### src/rtl/nested_struct_decoder.sv
// Receive end of the nested-struct field transform: undoes the reversible fields,
// flags broken encoding invariants and buffers decoded records in a small FIFO.
module nested_struct_decoder #(
   parameter int          DEPTH    = 4,
   parameter logic [31:0] KEY      = 32'hDEADBEEF,
   parameter logic [7:0]  ADDR_INC = 8'd1,
   parameter logic [15:0] ID_INC   = 16'd100
) (
   input  logic                     clk,
   input  logic                     rst_n,
   input  logic                     in_valid,
   output logic                     in_ready,
   input  logic [61:0]              in_data,
   output logic                     out_valid,
   input  logic                     out_ready,
   output logic [61:0]              out_data,
   output logic                     out_err,
   output logic [15:0]              err_count,
   output logic [$clog2(DEPTH):0]   level
);

   localparam int AW = $clog2(DEPTH);
   localparam int LW = AW + 1;

   typedef struct packed {
      logic [7:0]  addr;
      logic [31:0] data;
      logic        valid;
   } base_t;

   typedef struct packed {
      base_t       base;
      logic [15:0] id;
      logic [3:0]  cmd;
      logic        ready;
   } rec_t;

   rec_t           encRec;
   rec_t           decRec;
   logic           decErr;
   logic [62:0]    mem [DEPTH];
   logic [62:0]    headEntry;
   logic [AW-1:0]  wrPtr;
   logic [AW-1:0]  rdPtr;
   logic           push;
   logic           pop;

   assign encRec = in_data;

   // Upstream ORs 4'b1010 into cmd and overwrites ready with valid, so those bits
   // carry no information: clear them and rebuild ready from base.valid.
   always_comb begin
      decRec            = encRec;
      decRec.base.addr  = encRec.base.addr - ADDR_INC;
      decRec.base.data  = encRec.base.data ^ KEY;
      decRec.id         = encRec.id - ID_INC;
      decRec.cmd        = {1'b0, encRec.cmd[2], 1'b0, encRec.cmd[0]};
      decRec.ready      = encRec.base.valid;
      decErr            = !encRec.cmd[3] || !encRec.cmd[1] ||
                          (encRec.base.valid && !encRec.ready);
   end

   assign in_ready  = (level != LW'(DEPTH));
   assign out_valid = (level != '0);
   assign push      = in_valid && in_ready;
   assign pop       = out_valid && out_ready;

   // Head is forced to zero while empty so reset visibly clears the outputs.
   assign headEntry = mem[rdPtr];
   assign out_data  = out_valid ? headEntry[61:0] : '0;
   assign out_err   = out_valid ? headEntry[62]   : 1'b0;

   always_ff @(posedge clk) begin
      if (push && rst_n) begin
         mem[wrPtr] <= {decErr, decRec};
      end
   end

   always_ff @(posedge clk) begin
      if (!rst_n) begin
         wrPtr     <= '0;
         rdPtr     <= '0;
         level     <= '0;
         err_count <= '0;
      end else begin
         if (push) begin
            wrPtr <= wrPtr + AW'(1);
         end
         if (pop) begin
            rdPtr <= rdPtr + AW'(1);
         end
         if (push && !pop) begin
            level <= level + LW'(1);
         end else if (pop && !push) begin
            level <= level - LW'(1);
         end
         if (push && decErr && err_count != 16'hFFFF) begin
            err_count <= err_count + 16'd1;
         end
      end
   end

endmodule

### config.mk
export PLATFORM = sky130hd
export DESIGN_NAME = nested_struct_decoder
export DESIGN_NICKNAME = d
export VERILOG_FILES = /design/src/rtl/nested_struct_decoder.sv
export SDC_FILE = /design/constraint.sdc
export NUM_CORES = 1
export LEC_CHECK = 0
export CORE_ASPECT_RATIO = 1.75
export CORE_MARGIN = 5
export CORE_UTILIZATION = 55
export DETAILED_ROUTE_END_ITERATION = 10
export HOLD_SLACK_MARGIN = 0.1
export PLACE_DENSITY = 0.91
export SYNTH_ARGS = -nofsm -noshare
export SYNTH_HDL_FRONTEND = slang
export SYNTH_SLANG_ARGS = --single-unit
### constraint.sdc
create_clock -name clk -period 4.1 [get_ports clk]
set_input_delay 0.615 -clock clk [delete_from_list [all_inputs] [get_ports clk]]
set_output_delay 0.615 -clock clk [all_outputs]
set_load 0.05 [all_outputs]
==> results.md, run 1 <==
- TritonCTS Buffers: 22
- Minimum clock period: 3630 ps
- CP delay by family, top: buffers and inverters
- Top_reg_cell synth: edfxtp_1
- Via count: 5671
- Die area: 22700 um^2
- Status: completed
- Post-synthesis async set-or-reset flop share: 0%
- Tightest Pin Transition: 1000 ps
- Slew margin rel.: 33.2%
- Skew-Pair Late Insertion Delay: 490 ps
- Setup-failing EPs final: 0
- CP Launch Type: flop
- GR Util met2: 36.2%
- Average cell area after synthesis: 17.8 um^2
- GP Congestion: 0.895
- Most frequent cells in the layout: edfxtp_1, clkdlybuf4s50_1, and2_1, mux4_2, inv_1
- Die height: 196 um
- Crit end category: output pin
- Met3 Track Usage GR: 4.69%
- Seq cells post-synth: 265
- Worst-path maximum fanout: 38
- GRT busiest layer: met2
- Max Cap Viol: 0
- RSZ-0062 raised after global routing: no
- Total global-route track usage: 19.2%
- # resized after CTS: 0
- Share of the yosys chip area belonging to registers: 71.1%
- Clock skew: 8.51 ps
- Syn Inst Count: 608
- Port Buf Inserts: 147
- Pwr Density: 672 nW/um^2
- Clock root cell: clkbuf_16
- Total number of yosys warnings: 0
- Final TNS setup: 0 ps
- Synthesis-to-layout area growth: 22.5%
- TritonRoute pass-1 iters: 4
- Fin crit share: 88.6%
- Req. time, crit path: 3480 ps
- Slowest cell delay on critical path: 700 ps
- ANT cells: 0
- Filler instances: 1250
- Peak Freq: 0.275 GHz
- EDFF count, synth: 240
- Final Instance Area: 13300 um^2
- Starting DRT DRC Count: 264
- DP HPWL: 14200 um
- Final #Nets: 829
- DRC viols: 0
- Area fraction of the dominant cell type after synthesis: 66.5%
- Commonest non-fill, non-tap cell in the layout: edfxtp_1
- Share of cells above drive strength 1: 14.9%
- Clock buffer depth: 3
- Largest net degree at the start of global routing: 64
- I/O pins: 150
- Vias/cell: 5.59
- First-pass GRT wire length: 33700 um
- VDD IR max: 0.577 mV
- Fin. max-slew vios: 0
- Post-CTS setup buffers: 0
- Vias in the first global route: 6434
- Worst Path Arrival: 3020 ps
- Distinct cells, synth: 47
- CP max stage cell: clkdlybuf4s50_1
- Post-synth top area cell: edfxtp_1
- GR Util met1: 20.8%
- Die width: 116 um
- CP bufs+invs: 2
- Clock Pin Slew Worst Setup and Hold Paths: 60 ps
- Leakage: 4.40 nW
- Top cells by area, synth: edfxtp_1, mux4_2, dfxtp_1
- Core Rows: 68
- CTS H-tree depth: 1
- Hold_buf cts: 0
- TritonCTS Sinks: 265
- Worst setup path category: flop to output pin
- Dpl cell area: 12600 um^2
- Cell area after synthesis: 10800 um^2
- Core box area: 19600 um^2
- Starting Density: 55.4%
- Crit path cell chain: buf_12, mux4_2, and2_1, clkdlybuf4s50_1
- Final hold violations: 0
- Grt ovf: 0
- Initial antenna violation count: 4
- CTS tree: done
- Type of the worst min-delay path: flop to flop
- Detail Route Antenna Nets: 0
- Final WL: 21300 um
- Drt wl/cell: 21.0 um
[through the flow]
stage	util [%]	cells	power, mW	hold WS (ps)	setup WS [ps]
finish	67.9	1015	8.92	501	466
global route	67.9	1015	9.30	527	269
CTS	67.9	1015	9.01	501	398
detailed placement	64.4	975	7.07	489	920
global placement	64.4	975	7.00	478	954
floorplan	-	609	5.88	485	588
[synth_stat cells (2+ instances only)]
| cell | count |
|---|---|
| nand2b_1 | 4 |
| ha_1 | 8 |
| nor2_1 | 24 |
| nor3_1 | 6 |
| and2_1 | 63 |
| or3_1 | 3 |
| clkbuf_1 | 19 |
| and4_1 | 2 |
| a21oi_1 | 4 |
| a211oi_1 | 4 |
| and3_1 | 5 |
| xor2_1 | 16 |
| inv_1 | 37 |
| dfxtp_1 | 25 |
| mux2i_1 | 6 |
| nand3_1 | 8 |
| buf_4 | 4 |
| buf_6 | 2 |
| nand2_1 | 17 |
| nand3b_1 | 3 |
| nor4_1 | 3 |
| edfxtp_1 | 240 |
| xnor2_1 | 16 |
| mux4_2 | 60 |
| buf_2 | 7 |
[worst paths after layout]
kind / start / end / slack, ps / cells after the start
worst min register to register: err_count[15] / err_count[15] / 500 / 2
worst max-delay path: flop / out_data[55] / 470 / 4
worst max register to register: level[0] / level[2] / 1150 / 8
worst min-delay path: err_count[15] / err_count[15] / 500 / 2
[registers in the layout, summed over array words and instances, names as in the netlist, named ones only]
signal     count
level          3
err_count     16
wrPtr          2
mem          240
rdPtr          2
[final cells by class]
type | instances | area, um^2 | area share (%)
clock buffer | 31 | 636 | 4.79
clock inverter | 9 | 46.3 | 0.349
inverter | 37 | 139 | 1.05
multi-input combinational | 275 | 2850 | 21.5
sequential | 265 | 7710 | 58.1
tap | 245 | 307 | 2.31
timing repair buffer | 153 | 1590 | 12.0
[worst register-to-register path: stages, from the launching register on]
cell	delay, ps
dfxtp_1	370
or3_2	910
nand2_1	300
ha_1	230
inv_1	60
fa_1	380
xor2_1	180
or3_1	310
a21oi_1	150
[power by group]
part | switching (mW) | internal, mW | total, mW
Clock | 0.859 | 1.08 | 1.94
Combinational | 2.32 | 1.37 | 3.70
Sequential | 0.136 | 3.14 | 3.28
[routing by layer]
metal	share of wire (%)	wire length, um
met1	34	7350
met2	57	12100
met3	6.4	1360
met4	2.3	485
met5	0.27	57
[cell families (layout without fill, tap and decap cells)]
group | count (synthesis) | after routing | synth area share, %
adders and majority gates | 9 | 9 | 1.11
and+or+nand+nor | 148 | 148 | 7.80
other | 1 | 2 | 0.0346
muxes | 66 | 66 | 13.0
buffers and inverters | 69 | 230 | 2.75
DFF | 265 | 265 | 71.1
AOI/OAI and AO/OA | 18 | 18 | 1.65
xor gates and xnor gates | 32 | 32 | 2.58
(Power assumes the default switching activity.)
==> run 2, diff against run 1 <==
Settings changed: CAP_MARGIN set to 20.
==> results of run 2 <==
Final layout, timing and power as in run 1 (identical DEF).
==> run 3, diff against run 2 <==
Settings changed: CORE_UTILIZATION 55 to 60, DONT_BUFFER_PORTS set to 1, HOLD_SLACK_MARGIN 0.1 to unset, PLACE_DENSITY 0.91 to 0.87.
==> results.md, run 3 (synthesis gave the netlist of run 1 again) <==
- Core box area: 17900 um^2
- Via count: 5219
- Pwr Density: 691 nW/um^2
- GP Congestion: 0.806
- Starting DRT DRC Count: 347
- Fin. max-slew vios: 0
- Clock skew: 14.9 ps
- Port Buf Inserts: 0
- First-pass GRT wire length: 32900 um
- Share of cells above drive strength 1: 19.1%
- Core Rows: 65
- # resized after CTS: 0
- Status: completed
- Slew margin rel.: 44.3%
- RSZ-0062 raised after global routing: no
- TritonCTS Buffers: 23
- TritonRoute pass-1 iters: 5
- Final #Nets: 689
- Peak Freq: 0.290 GHz
- CTS tree: done
- DRC viols: 0
- Most flops, register: mem
- Starting Density: 60.6%
- Vias in the first global route: 5672
- Final hold violations: 0
- Worst-path maximum fanout: 48
- Final TNS setup: 0 ps
- Detail Route Antenna Nets: 0
- Die height: 188 um
- Vias/cell: 6.04
- Max reg flops: 240
- Setup-failing EPs final: 0
- TritonCTS Sinks: 265
- Layout Utilization: 66.1%
- Commonest non-fill, non-tap cell in the layout: edfxtp_1
- Total power: 8.16 mW
- CTS H-tree depth: 1
- Tightest Pin Transition: 832 ps
- Slowest cell delay on critical path: 730 ps
- Worst setup path category: flop to output pin
- Die width: 112 um
- Crit path cell chain: or3_2, buf_4, and2_1
- Fin crit share: 84.0%
- I/O pins: 150
- Largest net degree at the start of global routing: 49
- CP max stage cell: dfxtp_1
- Leakage: 3.88 nW
- Crit end category: output pin
- CP Launch Type: flop
- Most frequent cells in the layout: edfxtp_1, and2_1, mux4_2, inv_1, nor2_1
- Initial antenna violation count: 2
- Worst Path Arrival: 2830 ps
- Total global-route track usage: 20.5%
- VDD IR max: 0.492 mV
- Skew-Pair Late Insertion Delay: 510 ps
- Clock root cell: clkbuf_16
- Post-CTS setup buffers: 0
- Max Cap Viol: 0
- DP HPWL: 14000 um
- Req. time, crit path: 3480 ps
- Grt ovf: 0
- Drt wl/cell: 24.5 um
- CP delay by family, top: simple AND/OR/NAND/NOR gates
- Hold_buf cts: 0
- Type of the worst min-delay path: input port to flop
- Synthesis-to-layout area growth: 8.98%
- Clock buffer depth: 3
- Final WL: 21200 um
- Die area: 21000 um^2
- Minimum clock period: 3440 ps
- Largest regs: mem x240, err_count x16, level x3
- Clock Pin Slew Worst Setup and Hold Paths: 60 ps
- CP bufs+invs: 1
run 3: cell types whose count changed in the layout (fill, tap and decap cells not counted):
cell	delta
clkdlybuf4s50_1	-147
buf_4	+8
clkbuf_8	-3
buf_12	-2
diode_2	+2
bufinv_16	+1
clkbuf_1	-1
clkinv_1	+1
clkinv_2	+1
clkinv_4	+1
clkinvlp_4	-1
inv_6	-1
inv_8	+1
run 3: layout make-up:
type / count / area (um^2)
Timing Repair Buffer: 12 / 140
Multi-Input combinational cell: 275 / 2850
Tap cell: 234 / 293
Clock inverter: 12 / 88.8
Inverter: 37 / 139
Antenna cell: 2 / 5.00
Clock buffer: 27 / 591
Sequential cell: 265 / 7710
Fill cell: 1146 / 6070
run 3: worst paths after layout:
path	startpoint	endpoint	slack, ps	cells past startpoint
setup reg to reg	level[0]	mem[2][16]	900	4
setup / recovery	level[0]	out_data[27]	660	3
hold / removal	in_data[21]	mem[3][19]	200	0
hold reg to reg	rdPtr[0]	flop	540	2
run 3: per-stage QoR:
step / cells / cell area [um^2] / setup slack [ps] / hold slack [ps]
after global routing: 864 / 11800 / 494 / 182
after detailed placement: 823 / 11100 / 931 / 530
final: 864 / 11800 / 656 / 199
after global placement: 823 / 11100 / 1050 / 516
after floorplan: 609 / 10800 / 588 / 485
after CTS: 862 / 11800 / 588 / 181
run 3: power by group:
| group | internal (mW) | switching (mW) | leakage, nW |
|---|---|---|---|
| sequential | 3.14 | 0.211 | 2.38 |
| clock | 1.09 | 0.893 | 0.336 |
| combinational | 0.690 | 2.13 | 1.16 |
run 3: layer usage:
layer / track usage [%] / part of all wire (%) / wire, um
met2: 36.6 / 55 / 11600
met1: 23.2 / 34 / 7140
met3: 5.33 / 8.3 / 1770
met4: 8.06 / 3.2 / 669
met5: 0 / 0 / 0
